===== config.mk =====
export PLATFORM = sky130hd
export DESIGN_NAME = banked_reg_decode
export DESIGN_NICKNAME = d
export VERILOG_FILES = /design/src/rtl/regdecode_pkg.sv /design/src/rtl/bank_stack.sv /design/src/rtl/banked_reg_decode.sv
export SDC_FILE = /design/constraint.sdc
export NUM_CORES = 1
export LEC_CHECK = 0
export ABC_CLOCK_PERIOD_IN_PS = 800
export CORE_AREA = 4 4 41 43
export DETAILED_ROUTE_END_ITERATION = 8
export DIE_AREA = 0 0 45 47
export PLACE_DENSITY = 0.67
export SETUP_SLACK_MARGIN = 0.02
export SYNTH_ARGS = -nofsm -noshare
export SYNTH_HDL_FRONTEND = slang
export SYNTH_SLANG_ARGS = --single-unit

===== constraint.sdc =====
create_clock -name clk -period 0.8 [get_ports clk]
set_clock_uncertainty 0.15 [all_clocks]
set_input_delay 0.24 -clock clk [delete_from_list [all_inputs] [get_ports clk]]
set_output_delay 0.24 -clock clk [all_outputs]
set_load 0.02 [all_outputs]

===== src/rtl/regdecode_pkg.sv =====
// ============================================================================
// Module   : regdecode_pkg
// Brief    : Shared defaults and types for the banked register decoder.
// Revision : 1.0
// ============================================================================
`default_nettype none

package regdecode_pkg;

    localparam int BANK_W_DFLT      = 2;
    localparam int LO_W_DFLT        = 2;
    localparam int STACK_DEPTH_DFLT = 4;
    localparam int ADDR_W           = BANK_W_DFLT + LO_W_DFLT;

    typedef logic [BANK_W_DFLT-1:0] bank_t;

endpackage

`default_nettype wire


===== src/rtl/bank_stack.sv =====
// ============================================================================
// Module   : bank_stack
// Brief    : Saturating LIFO of bank values; simultaneous push+pop is a no-op.
// Revision : 1.0
// ============================================================================
`default_nettype none

module bank_stack #(
    parameter int WIDTH = 2,
    parameter int DEPTH = 4
) (
    input  logic             clk,
    input  logic             rst_n,
    input  logic             push,
    input  logic             pop,
    input  logic [WIDTH-1:0] din,
    output logic [WIDTH-1:0] dout,
    output logic             full,
    output logic             empty,
    output logic             pop_ok,
    output logic             overflow,
    output logic             underflow
);

    localparam int PTR_W = $clog2(DEPTH);
    localparam int CNT_W = PTR_W + 1;

    logic [CNT_W-1:0] r_count;
    logic [WIDTH-1:0] r_mem [DEPTH];
    logic             w_push_ok;
    logic             w_single_push;
    logic             w_single_pop;
    logic [PTR_W-1:0] w_top_idx;

    // Push and pop together cancel out: nothing moves and nothing is flagged.
    assign w_single_push = push & ~pop;
    assign w_single_pop  = pop & ~push;

    assign full      = (r_count == CNT_W'(DEPTH));
    assign empty     = (r_count == '0);
    assign w_push_ok = w_single_push & ~full;
    assign pop_ok    = w_single_pop & ~empty;
    assign overflow  = w_single_push & full;
    assign underflow = w_single_pop & empty;

    assign w_top_idx = PTR_W'(r_count - CNT_W'(1));
    assign dout      = r_mem[w_top_idx];

    always_ff @(posedge clk or negedge rst_n) begin
        if (!rst_n) begin
            r_count <= '0;
        end else if (w_push_ok) begin
            r_count <= r_count + CNT_W'(1);
        end else if (pop_ok) begin
            r_count <= r_count - CNT_W'(1);
        end
    end

    always_ff @(posedge clk) begin
        if (w_push_ok) begin
            r_mem[r_count[PTR_W-1:0]] <= din;
        end
    end

endmodule

`default_nettype wire


===== src/rtl/banked_reg_decode.sv =====
// ============================================================================
// Module   : banked_reg_decode
// Brief    : Widens instruction register fields with the active bank; the
//            optional bank stack is enabled by defining BANK_STACK_EN.
// Revision : 1.0
// ============================================================================
`default_nettype none

module banked_reg_decode
    import regdecode_pkg::*;
#(
    parameter int BANK_W      = BANK_W_DFLT,
    parameter int LO_W        = LO_W_DFLT,
    parameter int STACK_DEPTH = STACK_DEPTH_DFLT
) (
    input  logic                   clk,
    input  logic                   rst_n,
    input  logic                   set_bank_valid,
    input  logic [BANK_W-1:0]      set_bank,
    input  logic                   push,
    input  logic                   pop,
    input  logic                   err_clr,
    input  logic [LO_W-1:0]        src_a_lo,
    input  logic [LO_W-1:0]        src_b_lo,
    input  logic [LO_W-1:0]        dst_lo,
    output logic [BANK_W+LO_W-1:0] src_a_addr,
    output logic [BANK_W+LO_W-1:0] src_b_addr,
    output logic [BANK_W+LO_W-1:0] dst_addr,
    output logic [BANK_W-1:0]      bank,
    output logic                   stack_full,
    output logic                   stack_empty,
    output logic                   stack_err
);

    localparam int FULL_W = BANK_W + LO_W;

    logic [BANK_W-1:0] r_bank;
    logic [FULL_W-1:0] r_src_a_addr;
    logic [FULL_W-1:0] r_src_b_addr;
    logic [FULL_W-1:0] r_dst_addr;
    logic [BANK_W-1:0] w_eff_bank;
    logic [BANK_W-1:0] w_top;
    logic              w_pop_ok;

`ifdef BANK_STACK_EN
    logic w_overflow;
    logic w_underflow;
    logic r_err;

    bank_stack #(
        .WIDTH (BANK_W),
        .DEPTH (STACK_DEPTH)
    ) u_bank_stack (
        .clk       (clk),
        .rst_n     (rst_n),
        .push      (push),
        .pop       (pop),
        .din       (r_bank),
        .dout      (w_top),
        .full      (stack_full),
        .empty     (stack_empty),
        .pop_ok    (w_pop_ok),
        .overflow  (w_overflow),
        .underflow (w_underflow)
    );

    // A fresh error outranks a clear arriving in the same cycle.
    always_ff @(posedge clk or negedge rst_n) begin
        if (!rst_n) begin
            r_err <= 1'b0;
        end else if (w_overflow | w_underflow) begin
            r_err <= 1'b1;
        end else if (err_clr) begin
            r_err <= 1'b0;
        end
    end

    assign stack_err = r_err;
`else
    logic w_unused_stack_ctrl;

    assign w_unused_stack_ctrl = &{1'b0, push, pop, err_clr, (STACK_DEPTH > 1)};
    assign w_pop_ok            = 1'b0;
    assign w_top               = '0;
    assign stack_full          = 1'b0;
    assign stack_empty         = 1'b1;
    assign stack_err           = 1'b0;
`endif

    always_comb begin
        w_eff_bank = r_bank;
        if (set_bank_valid) begin
            w_eff_bank = set_bank;
        end else if (w_pop_ok) begin
            w_eff_bank = w_top;
        end
    end

    always_ff @(posedge clk or negedge rst_n) begin
        if (!rst_n) begin
            r_bank       <= '0;
            r_src_a_addr <= '0;
            r_src_b_addr <= '0;
            r_dst_addr   <= '0;
        end else begin
            r_bank       <= w_eff_bank;
            r_src_a_addr <= {w_eff_bank, src_a_lo};
            r_src_b_addr <= {w_eff_bank, src_b_lo};
            r_dst_addr   <= {w_eff_bank, dst_lo};
        end
    end

    assign bank       = r_bank;
    assign src_a_addr = r_src_a_addr;
    assign src_b_addr = r_src_b_addr;
    assign dst_addr   = r_dst_addr;

endmodule

`default_nettype wire

# --- After elaboration in Yosys (flattened, before gate mapping) ---
# Index checks and enable logic that the tools add are counted.
op_classes:
  n_mux: 1
op_table:
  columns: ["operator", "count"]
  rows:
  - ["2-bit 2-to-1 mux", 1]
totals:
  ff_bits: 14
  in_bits: 14
  word_cells: 5

# --- Logic depth before layout (Yosys ltp) ---
depth:
  word_depth: 1
  depth_mapped: 1
  depth_no_buf: 1

# --- Worst setup path after synthesis ---
# No wires, ideal clock.
synth_path:
  path_kind: "flip-flop to output port"
  startpoint: "register src_b_addr[2] (netlist name)"
  endpoint: "output port dst_addr[2]"
  t_arrival_ns: 0.661
  t_required_ns: 0.410
  path_slack_ns: -0.251
  path_stages_with_launch: 2
  path_buffers: 1
  path_cell_list: "dfrtp_1 -> buf_4"
synth_lines:
  columns: ["element", "line_no", "rtl"]
  rows:
  - ["end: declaration", "banked_reg_decode.sv:28", "output logic [BANK_W+LO_W-1:0] dst_addr,"]

==> results.toml <==
[power]
power.share.sequential_pct = 43.6
powerDensity_nw_per_um2 = 1980
ir_drop_mv = 1.12
p_comb_share_pct = 24.8
internal_power_mw = 0.758
switching_share_pct = 27.3
p_switching_mw = 0.285
pwr-share-clk_pct = 31.6
leakage_nw = 0.250

[global_routing]
grt_pass1_wl_um = 959
grt-ovfl-total = 0
grt_max_degree = 6
grt_antenna_before_repair = 0
grt_pass1_vias = 224
grt.total_usage_pct = 7.76

[place]
portBuffers = 24
placed_cells = 54
gp_congestion = 0.601
pre_cts_ws_ps = -589

[sta]
rsz0062_at_grt = "yes"
period_share_pct = 155
hold_viol_final = 0
finalSetupViolCount = 16
period_minus_slack_ps = 1240
fmax_mhz = 808
slew_viol_final = 0
setup_ws_ps = -437

[run_status]
outcome = "complete, but fails checks"
violations = "setup timing"

[clocking]
cts_setup_buffers = 0
h-tree-depth = 1
cts-root-buf = "clkbuf_4"
cts_tree = "yes"
cts_buffer_depth = 2
cts_sinks = 8
clk_latency_ps = 260
cts_made_buffers = 3
clk_pin_slew_ps = 60

[setup_path]
critical_path.startpoint_type = "flop"
path_max_fanout = 5
critPathTopFamily = "flip-flops"
cp.required_ps = 410
path_buf_inv = 1
worstSetupPathType = "flop to output pin"
endpoint_kind = "output pin"
arrival_ps = 850
crit_path_top_delay_cell = "dfrtp_2"
crit_chain = "buf_6"
crit_start = "bank[1]$_DFFE_PN0P_"
critPathMaxStageDelay_ps = 450
r2r_start = "bank[1]$_DFFE_PN0P_"

[yosys]
yosys.area.top_type_share_pct = 67.2
synth_area_sq_um = 298
synth_area_per_cell_sq_um = 14.2
seq_area_frac_synth_pct = 67.2
ys_types = 4
synth_area_leaders = "dfrtp_1 67%, buf_4 23%, mux2_2 7.6%"
synthCells = 21
yosys.area.top_type = "dfrtp_1"
ys_ff_latch = 8
yosys_warnings = 0

[detailed_routing]
wl_per_cell_um = 10.9
drc = 0
dr_wl_met2_um = 245
wl_met3_um = 189
via_per_inst = 3.76
top_layer = "met4"
wl_met1_um = 165
ant_nets = 0
first_pass_iters = 1
dr.first_iter.drc_count = 0
wirelength_um = 634
num_vias = 218

[hold_path]
hold_path_class = "primary input to async pin"

[floorplanning]
dieArea_sq_um = 2120
initial_core_util_pct = 22.9
die_h_um = 47
ios = 31
die-width_um = 45
fp.coreArea_sq_um = 1300
fp-row-count = 13

[cells_and_area]
area_growth_pct = 77.3
fin_cells = 58
num-nets-final = 58
layout-drive-gt1-share_pct = 53.5
n_antenna_cell = 0

[run]
maxCapViolCount = 0
[state kept, by name, summed over array words and instances (netlist names)]
| register | count |
|---|---|
| src_b_addr | 3 |
| dst_addr | 2 |
| src_a_addr | 2 |
| bank | 1 |
[power by group through the flow]
| stage | clock network (mW) | logic (mW) | registers, mW |
|---|---|---|---|
| 2_1_floorplan | 0 | 0.137 | 0.494 |
| 3_3_place_gp | 0 | 0.275 | 0.454 |
| 3_5_place_dp | 0 | 0.276 | 0.456 |
| 4_1_cts | 0.353 | 0.248 | 0.452 |
| 5_1_grt | 0.381 | 0.274 | 0.458 |
| 6_report | 0.330 | 0.258 | 0.455 |
[final timing paths]
| check | to | slack [ps] | cells past startpoint |
|---|---|---|---|
| min in group clk | bank[1]$_DFFE_PN0P_ | 240 | 2 |
| worst max register to register | bank[1]$_DFFE_PN0P_ | -170 | 1 |
| worst max-delay path | src_a_addr[3] | -440 | 1 |
| max in group asynchronous | bank[1]$_DFFE_PN0P_ | 270 | 2 |
| worst min register to register | src_b_addr[2]$_DFFE_PN0P_ | 410 | 1 |
| worst min-delay path | src_b_addr[0]$_DFF_PN0_ | 120 | 2 |
[metal layers]
metal	vias up	global-route usage, %
met5	-	0
met4	0	8.77
met3	4	9.58
met2	28	9.89
met1	92	5.19
li1	94	-
[what timing repair did]
action                                 4_1_cts  5_1_grt
resized for setup                           72        5
hold buffers                                 0        0
pin swaps                                    0        0
setup endpoints to repair                   16       16
endpoints found under the hold margin        0        0
[stage by stage]
step	cell area [sq um]	TNS [ps]	power, mW	util [%]	hold slack (ps)
after CTS	512	-6060	1.05	39.3	106
after floorplan	327	-1750	0.631	-	-206
after detailed placement	510	-9360	0.732	39.2	393
final	528	-5840	1.04	40.6	117
after global placement	510	-9230	0.729	39.2	387
after global routing	528	-6420	1.11	40.6	111
[layout make-up]
cell class / instances / area, sq um
tap: 15 / 18.8
sequential: 8 / 203
multi-input combinational: 5 / 33.8
timing repair buffer: 26 / 246
clock buffer: 4 / 26.3
fill: 129 / 773
[cell usage in the layout, fill, tap and decap left out]
cell / count
mux2_2: 2
dfrtp_2: 2
dlygate4sd2_1: 1
buf_2: 4
clkbuf_4: 3
clkdlybuf4s50_1: 9
buf_4: 2
conb_1: 3
dfrtp_1: 6
clkbuf_1: 1
buf_6: 10
[synthesized netlist by cell type]
| master | instances |
|---|---|
| conb_1 | 2 |
| buf_4 | 9 |
| mux2_2 | 2 |
| dfrtp_1 | 8 |
[logic make-up after synthesis]
logic type,Yosys count,share of synthesized area [%]
buf+inv,9,22.7
flops,8,67.2
other cells,2,2.52
mux,2,7.56
Power figures use the tool's default switching activity.
